$ cat src/rtl/alu_arbiter.sv
// alu_arbiter: shares one combinational ALU between two requesters.
// A round-robin arbiter picks a winner in IDLE, latches its operands and
// holds them on the ALU port, captures the ALU result one cycle later and
// presents it on the winner's response channel until it is taken.
// Optional build macro: ALU_ARB_FIXED_PRIO_EN -- req0 always wins simultaneous
// requests and the round-robin pointer is frozen (req1 may starve).
module alu_arbiter #(
  parameter int WORD_SIZE  = 8,
  parameter int MODE_WIDTH = 4,
  parameter int FLAG_WIDTH = 8
) (
  input  logic                  clock,
  input  logic                  reset_n,
  input  logic                  req0_valid,
  output logic                  req0_ready,
  input  logic [WORD_SIZE-1:0]  req0_a,
  input  logic [WORD_SIZE-1:0]  req0_b,
  input  logic [MODE_WIDTH-1:0] req0_mode,
  input  logic                  req1_valid,
  output logic                  req1_ready,
  input  logic [WORD_SIZE-1:0]  req1_a,
  input  logic [WORD_SIZE-1:0]  req1_b,
  input  logic [MODE_WIDTH-1:0] req1_mode,
  output logic                  resp0_valid,
  input  logic                  resp0_ready,
  output logic [WORD_SIZE-1:0]  resp0_result,
  output logic [FLAG_WIDTH-1:0] resp0_flags,
  output logic                  resp1_valid,
  input  logic                  resp1_ready,
  output logic [WORD_SIZE-1:0]  resp1_result,
  output logic [FLAG_WIDTH-1:0] resp1_flags,
  output logic [WORD_SIZE-1:0]  alu_input_A,
  output logic [WORD_SIZE-1:0]  alu_input_B,
  output logic [MODE_WIDTH-1:0] alu_mode,
  input  logic [WORD_SIZE-1:0]  alu_output_C,
  input  logic [FLAG_WIDTH-1:0] alu_flags,
  output logic                  busy
);

  typedef enum logic [1:0] {
    IDLE    = 2'd0,
    ISSUE   = 2'd1,
    RESPOND = 2'd2
  } state_t;

  state_t                state_r;
  state_t                next_state_s;
  logic                  last_grant_r;
  logic                  owner_r;
  logic [WORD_SIZE-1:0]  a_r;
  logic [WORD_SIZE-1:0]  b_r;
  logic [MODE_WIDTH-1:0] mode_r;
  logic [WORD_SIZE-1:0]  result0_r;
  logic [FLAG_WIDTH-1:0] flags0_r;
  logic [WORD_SIZE-1:0]  result1_r;
  logic [FLAG_WIDTH-1:0] flags1_r;
  logic                  grant0_s;
  logic                  grant1_s;
  logic                  resp_take_s;

  // Arbitration and next-state decode; grants only exist in IDLE.
  always_comb begin
    next_state_s = state_r;
    grant0_s     = 1'b0;
    grant1_s     = 1'b0;
    resp_take_s  = 1'b0;
    case (state_r)
      IDLE: begin
`ifdef ALU_ARB_FIXED_PRIO_EN
        grant0_s = req0_valid;
`else
        // last_grant_r == 1 means req1 went last, so req0 has the turn.
        grant0_s = req0_valid && (!req1_valid || last_grant_r);
`endif
        grant1_s = req1_valid && !grant0_s;
        if (grant0_s || grant1_s) begin
          next_state_s = ISSUE;
        end else begin
          next_state_s = IDLE;
        end
      end
      ISSUE: begin
        next_state_s = RESPOND;
      end
      RESPOND: begin
        // Only the owner's ready counts; the other channel's ready is ignored.
        resp_take_s = owner_r ? resp1_ready : resp0_ready;
        if (resp_take_s) begin
          next_state_s = IDLE;
        end else begin
          next_state_s = RESPOND;
        end
      end
      default: begin
        next_state_s = IDLE;
      end
    endcase
  end

  // State register.
  always_ff @(posedge clock or negedge reset_n) begin
    if (!reset_n) begin
      state_r <= IDLE;
    end else begin
      state_r <= next_state_s;
    end
  end

  // Operand latch on accept, result capture at the end of ISSUE, pointer update on hand-off.
  always_ff @(posedge clock or negedge reset_n) begin
    if (!reset_n) begin
      last_grant_r <= 1'b1;
      owner_r      <= 1'b0;
      a_r          <= {WORD_SIZE{1'b0}};
      b_r          <= {WORD_SIZE{1'b0}};
      mode_r       <= {MODE_WIDTH{1'b0}};
      result0_r    <= {WORD_SIZE{1'b0}};
      flags0_r     <= {FLAG_WIDTH{1'b0}};
      result1_r    <= {WORD_SIZE{1'b0}};
      flags1_r     <= {FLAG_WIDTH{1'b0}};
    end else begin
      case (state_r)
        IDLE: begin
          if (grant0_s) begin
            a_r     <= req0_a;
            b_r     <= req0_b;
            mode_r  <= req0_mode;
            owner_r <= 1'b0;
          end else if (grant1_s) begin
            a_r     <= req1_a;
            b_r     <= req1_b;
            mode_r  <= req1_mode;
            owner_r <= 1'b1;
          end
        end
        ISSUE: begin
          // Each requester keeps its own copy so its channel holds its last result.
          if (owner_r) begin
            result1_r <= alu_output_C;
            flags1_r  <= alu_flags;
          end else begin
            result0_r <= alu_output_C;
            flags0_r  <= alu_flags;
          end
        end
        RESPOND: begin
`ifndef ALU_ARB_FIXED_PRIO_EN
          if (resp_take_s) begin
            last_grant_r <= owner_r;
          end
`endif
        end
        default: begin
          owner_r <= 1'b0;
        end
      endcase
    end
  end

  // Ready is a same-cycle answer to valid; it is forced low while reset is held.
  assign req0_ready   = grant0_s && reset_n;
  assign req1_ready   = grant1_s && reset_n;

  assign resp0_valid  = (state_r == RESPOND) && !owner_r;
  assign resp1_valid  = (state_r == RESPOND) && owner_r;
  assign resp0_result = result0_r;
  assign resp0_flags  = flags0_r;
  assign resp1_result = result1_r;
  assign resp1_flags  = flags1_r;

  // The ALU sees the latched operands in every state, so it never toggles between ops.
  assign alu_input_A  = a_r;
  assign alu_input_B  = b_r;
  assign alu_mode     = mode_r;

  assign busy         = (state_r != IDLE);

endmodule
$ cat config.mk
export PLATFORM = sky130hd
export DESIGN_NAME = alu_arbiter
export DESIGN_NICKNAME = d
export VERILOG_FILES = /design/src/rtl/alu_arbiter.sv
export SDC_FILE = /design/constraint.sdc
export NUM_CORES = 1
export LEC_CHECK = 0
export CAP_MARGIN = 20
export CORE_AREA = 2 2 79 81
export CTS_BUF_LIST = sky130_fd_sc_hd__clkbuf_16
export CTS_CLUSTER_DIAMETER = 60
export CTS_CLUSTER_SIZE = 12
export DETAILED_ROUTE_END_ITERATION = 8
export DIE_AREA = 0 0 81 83
export MAX_ROUTING_LAYER = met4
export PLACE_DENSITY_LB_ADDON = 0.1
export REMOVE_ABC_BUFFERS = 1
export SYNTH_ARGS = -nofsm -noshare
export SYNTH_HDL_FRONTEND = slang
export SYNTH_SLANG_ARGS = --single-unit
$ cat constraint.sdc
create_clock -name clock -period 2.1 [get_ports clock]
set_input_delay 0.21 -clock clock [delete_from_list [all_inputs] [get_ports clock]]
set_output_delay 0.21 -clock clock [all_outputs]
set_load 0.02 [all_outputs]
==> flow_summary_export.csv, run 1 <==
group,metric,value,unit
drt,finalWirelength,6.30,mm
placed_design,numPortBuffers,118,
clock_network,cts_buffer_depth,2,
worst_setup_path,crit_arrival,1740,ps
clock_network,numCtsBuffers,5,
run,cap_violations,0,
die,floorplan.initialDensity,43.4,%
worst_setup_path,reg2reg_slack,490,ps
sta,rsz0062_at_grt,"false",
sta,fin_ws,147,ps
drt,vias,2098,
synthesis,synth_compound_area_share,11.6,%
power_and_ir_drop,pwr_density_cell,1550,mW/mm2
outcome,status,"complete, no violations",
clock_network,path_clk_slew,70,ps
synthesis,ys_seq_area_share,55.6,%
cells_and_area,syn_to_final_growth,55.7,%
cells_and_area,antenna_cells,0,
synthesis,synthCells,215,
global_routing,grt_pass1_wl,9.90,mm
cells_and_area,n_fill_cell,484,
worst_setup_path,max_stage_delay,600,ps
synthesis,synth.cell_area,0.00252,mm2
worst_setup_path,path_class,"reg2out",
synthesis,muxShareOfSynthArea,16.2,%
synthesis,ys_ff_latch,56,
synthesis,synth_simple_gate_area_share,10.5,%
synthesis,syn_avg_cell_area,11.7,um2
clock_network,clock_sinks,56,
sta,final.min_clock_period,1950,ps
sta,tightest_slew,652,ps
drt,firstDrtPassIters,4,
sta,worst_hold_slack,276,ps
cells_and_area,seq_area,0.00140,mm2
worst_setup_path,required,1890,ps
clock_network,cts_tree,"yes",
synthesis,yosys.area.top_type,"dfrtp_1",
synthesis,ys_async_sr_fraction,100,%
cells_and_area,nNetsFinal,396,
synthesis,synth-adder-area-share,1.49,%
sta,clock.fmax,0.512,GHz
placed_design,place_congestion,0.837,
placed_design,dpl.hpwl,4.42,mm
drt,remaining_drc_errors,0,
worst_setup_path,cp-start-kind,"flip-flop",
placed_design,pre_cts_ws,146,ps
drt,routed_via_density,5.15,
drt,drtIter0Drc,97,
global_routing,antenna_found_initial,0,
power_and_ir_drop,power.total,0.00610,W
cells_and_area,drive_gt1_share,16.0,%
worst_setup_path,end_kind,"output pin",
die,dieHeight,83,um
sta,fin_skew,4.94,ps
synthesis,yosysTopAreaCellShare,54.6,%
worst_setup_path,slowest_stage,"clkdlybuf4s50_1",
die,num_rows,28,
worst_setup_path,path_cells,"inv_1 > ha_2 > and2_1 > clkdlybuf4s50_1",
min_path,hp-class,"in2async",
global_routing,grt_start_max_net_pins,54,
power_and_ir_drop,power.leakage,1.69,nW
global_routing,grt_usage,19.4,%
sta,hold_viol_final,0,
clock_network,h-tree-depth,2,
clock_network,insertion_delay,290,ps
sta,fin_crit_sh,93.0,%
cells_and_area,final_area,0.00393,mm2
worst_setup_path,path_max_fanout,5,
placed_design,place_area,0.00374,mm2
synthesis,ys_warn_count,0,
drt,wl_per_cell,15.5,um
die,core-area,0.00582,mm2
synthesis,synthTopCellsByArea,"dfrtp_1 (55%), mux2_2 (9.8%), mux2_4 (6.0%)",
sta,setup_viol,0,
sta,slew_headroom,56.5,%
synthesis,synth_top_family_by_area,"multiplexers",
cells_and_area,multiInputGateArea,0.00101,mm2
sta,setup_tns,0,ps
synthesis,synth_ff_type,"dfrtp_1",
die,die_w,81,um
clock_network,root_buffer,"clkbuf_16",
synthesis,synth-xor-area-share,0,%
synthesis,synth.distinct_cells,27,
sta,finalMaxSlewViolations,0,
global_routing,grt_pass1_vias,2036,
die,io_pins,119,
synthesis,synthTopCellsByCount,"dfrtp_1 (55), a21oi_1 (23), nand2_1 (23)",
die,die_area,0.00672,mm2
synthesis,yosysMostFrequentCell,"dfrtp_1",
power_and_ir_drop,ir_drop,750,uV
global_routing,grt-ovfl-total,0,
synthesis,synth-edff-count,0,
drt,antenna_left,0,
area by class of cell:
type                    instances  area share, %
flip-flops and latches         56           35.7
repair buffers                125           31.4
multi-input cells             138           25.7
clock buffers                   5           3.19
well taps                      75           2.39
clock inverters                 3           1.08
inverters                       5          0.478
state kept, by name, indices dropped and copies added, names as in the netlist:
signal,cells
alu_mode,4
last_grant_r,1
resp1_result,8
state_r,2
alu_input_B,8
resp0_flags,8
resp1_flags,8
resp0_result,8
owner_r,1
alu_input_A,8
final timing paths:
path,startpoint,end,depth (start not counted)
worst max-delay path,state_r[0]$_DFF_PN0_,resp1_valid,4
worst min-delay path,reset_n,alu_input_B[2]$_DFFE_PN0P_,2
worst max register to register,state_r[0]$_DFF_PN0_,alu_input_B[7]$_DFFE_PN0P_,6
worst min register to register,alu_input_A[3]$_DFFE_PN0P_,alu_input_A[3]$_DFFE_PN0P_,2
max in group asynchronous,reset_n,resp0_flags[6]$_DFFE_PN0P_,3
min in group clock,alu_input_A[3]$_DFFE_PN0P_,alu_input_A[3]$_DFFE_PN0P_,2
routing by layer:
layer  GRT usage, %  routed length [um]
met1           25.3                2790
met5              -                   0
met2           30.1                2970
met3           4.24                 424
met4           6.32                 117
worst max-delay path: cells and delay by family (launching register included):
kind	cells	cell delay [ps]
buffers and inverters	2	720
flip-flops	1	390
adder cells (fa/ha/maj)	1	230
AND/OR/NAND/NOR	1	130
per-stage QoR:
stage,utilization (%),instances
finish,67.5,407
floorplan,-,199
global placement,64.3,398
global route,67.5,407
CTS,67.4,407
detailed placement,64.3,398
timing repair:
item,in CTS,in global routing
endpoints found under the setup margin,2,3
hold buffers,1,0
gates resized for setup,2,3
endpoints found under the hold margin,3,0
pin swaps,0,0
cloned,0,0
buffers inserted,0,0
cells by family (layout without fill, tap and decap cells):
logic type / after synthesis / in the layout
buffers and inverters: 21 / 138
adder cells (fa/ha/maj): 3 / 3
multiplexers: 33 / 33
flip-flops: 56 / 56
AND/OR/NAND/NOR: 55 / 55
AO/OA/AOI/OAI: 47 / 47
report_power, final:
group / switching, W / leakage [nW] / total [W] / internal (W)
Combinational: 0.00158 / 0.940 / 0.00326 / 0.00167
Clock: 0.000371 / 0.0798 / 0.000931 / 0.000561
Sequential: 0.000287 / 0.667 / 0.00191 / 0.00163
Total: 0.00224 / 1.69 / 0.00610 / 0.00386
cells in the final DEF (no fill, tap or decap), types with 2 or more instances in the layout:
cell	netlist	layout
dlymetal6s2s_1	0	2
mux2_2	22	22
nand2_1	23	23
clkdlybuf4s50_1	0	114
nor3_1	21	21
and2_1	2	2
ha_2	0	2
nand3_1	2	2
inv_1	5	5
o31ai_1	20	20
a21oi_1	23	23
nor2b_1	2	2
dfrtp_1	55	55
buf_4	0	6
mux2_4	10	10
clkbuf_16	0	5
Power figures use the tool's default switching activity.
==> inputs of run 2 (changes only) <==
GPL_ROUTABILITY_DRIVEN = 1   (was unset)
==> results of run 2 <==
Final layout, timing and power as in run 1 (identical DEF).
==> inputs of run 3 (changes only) <==
SLEW_MARGIN = 10   (was unset)
==> results of run 3 <==
Final layout, timing and power as in run 1 (identical DEF).
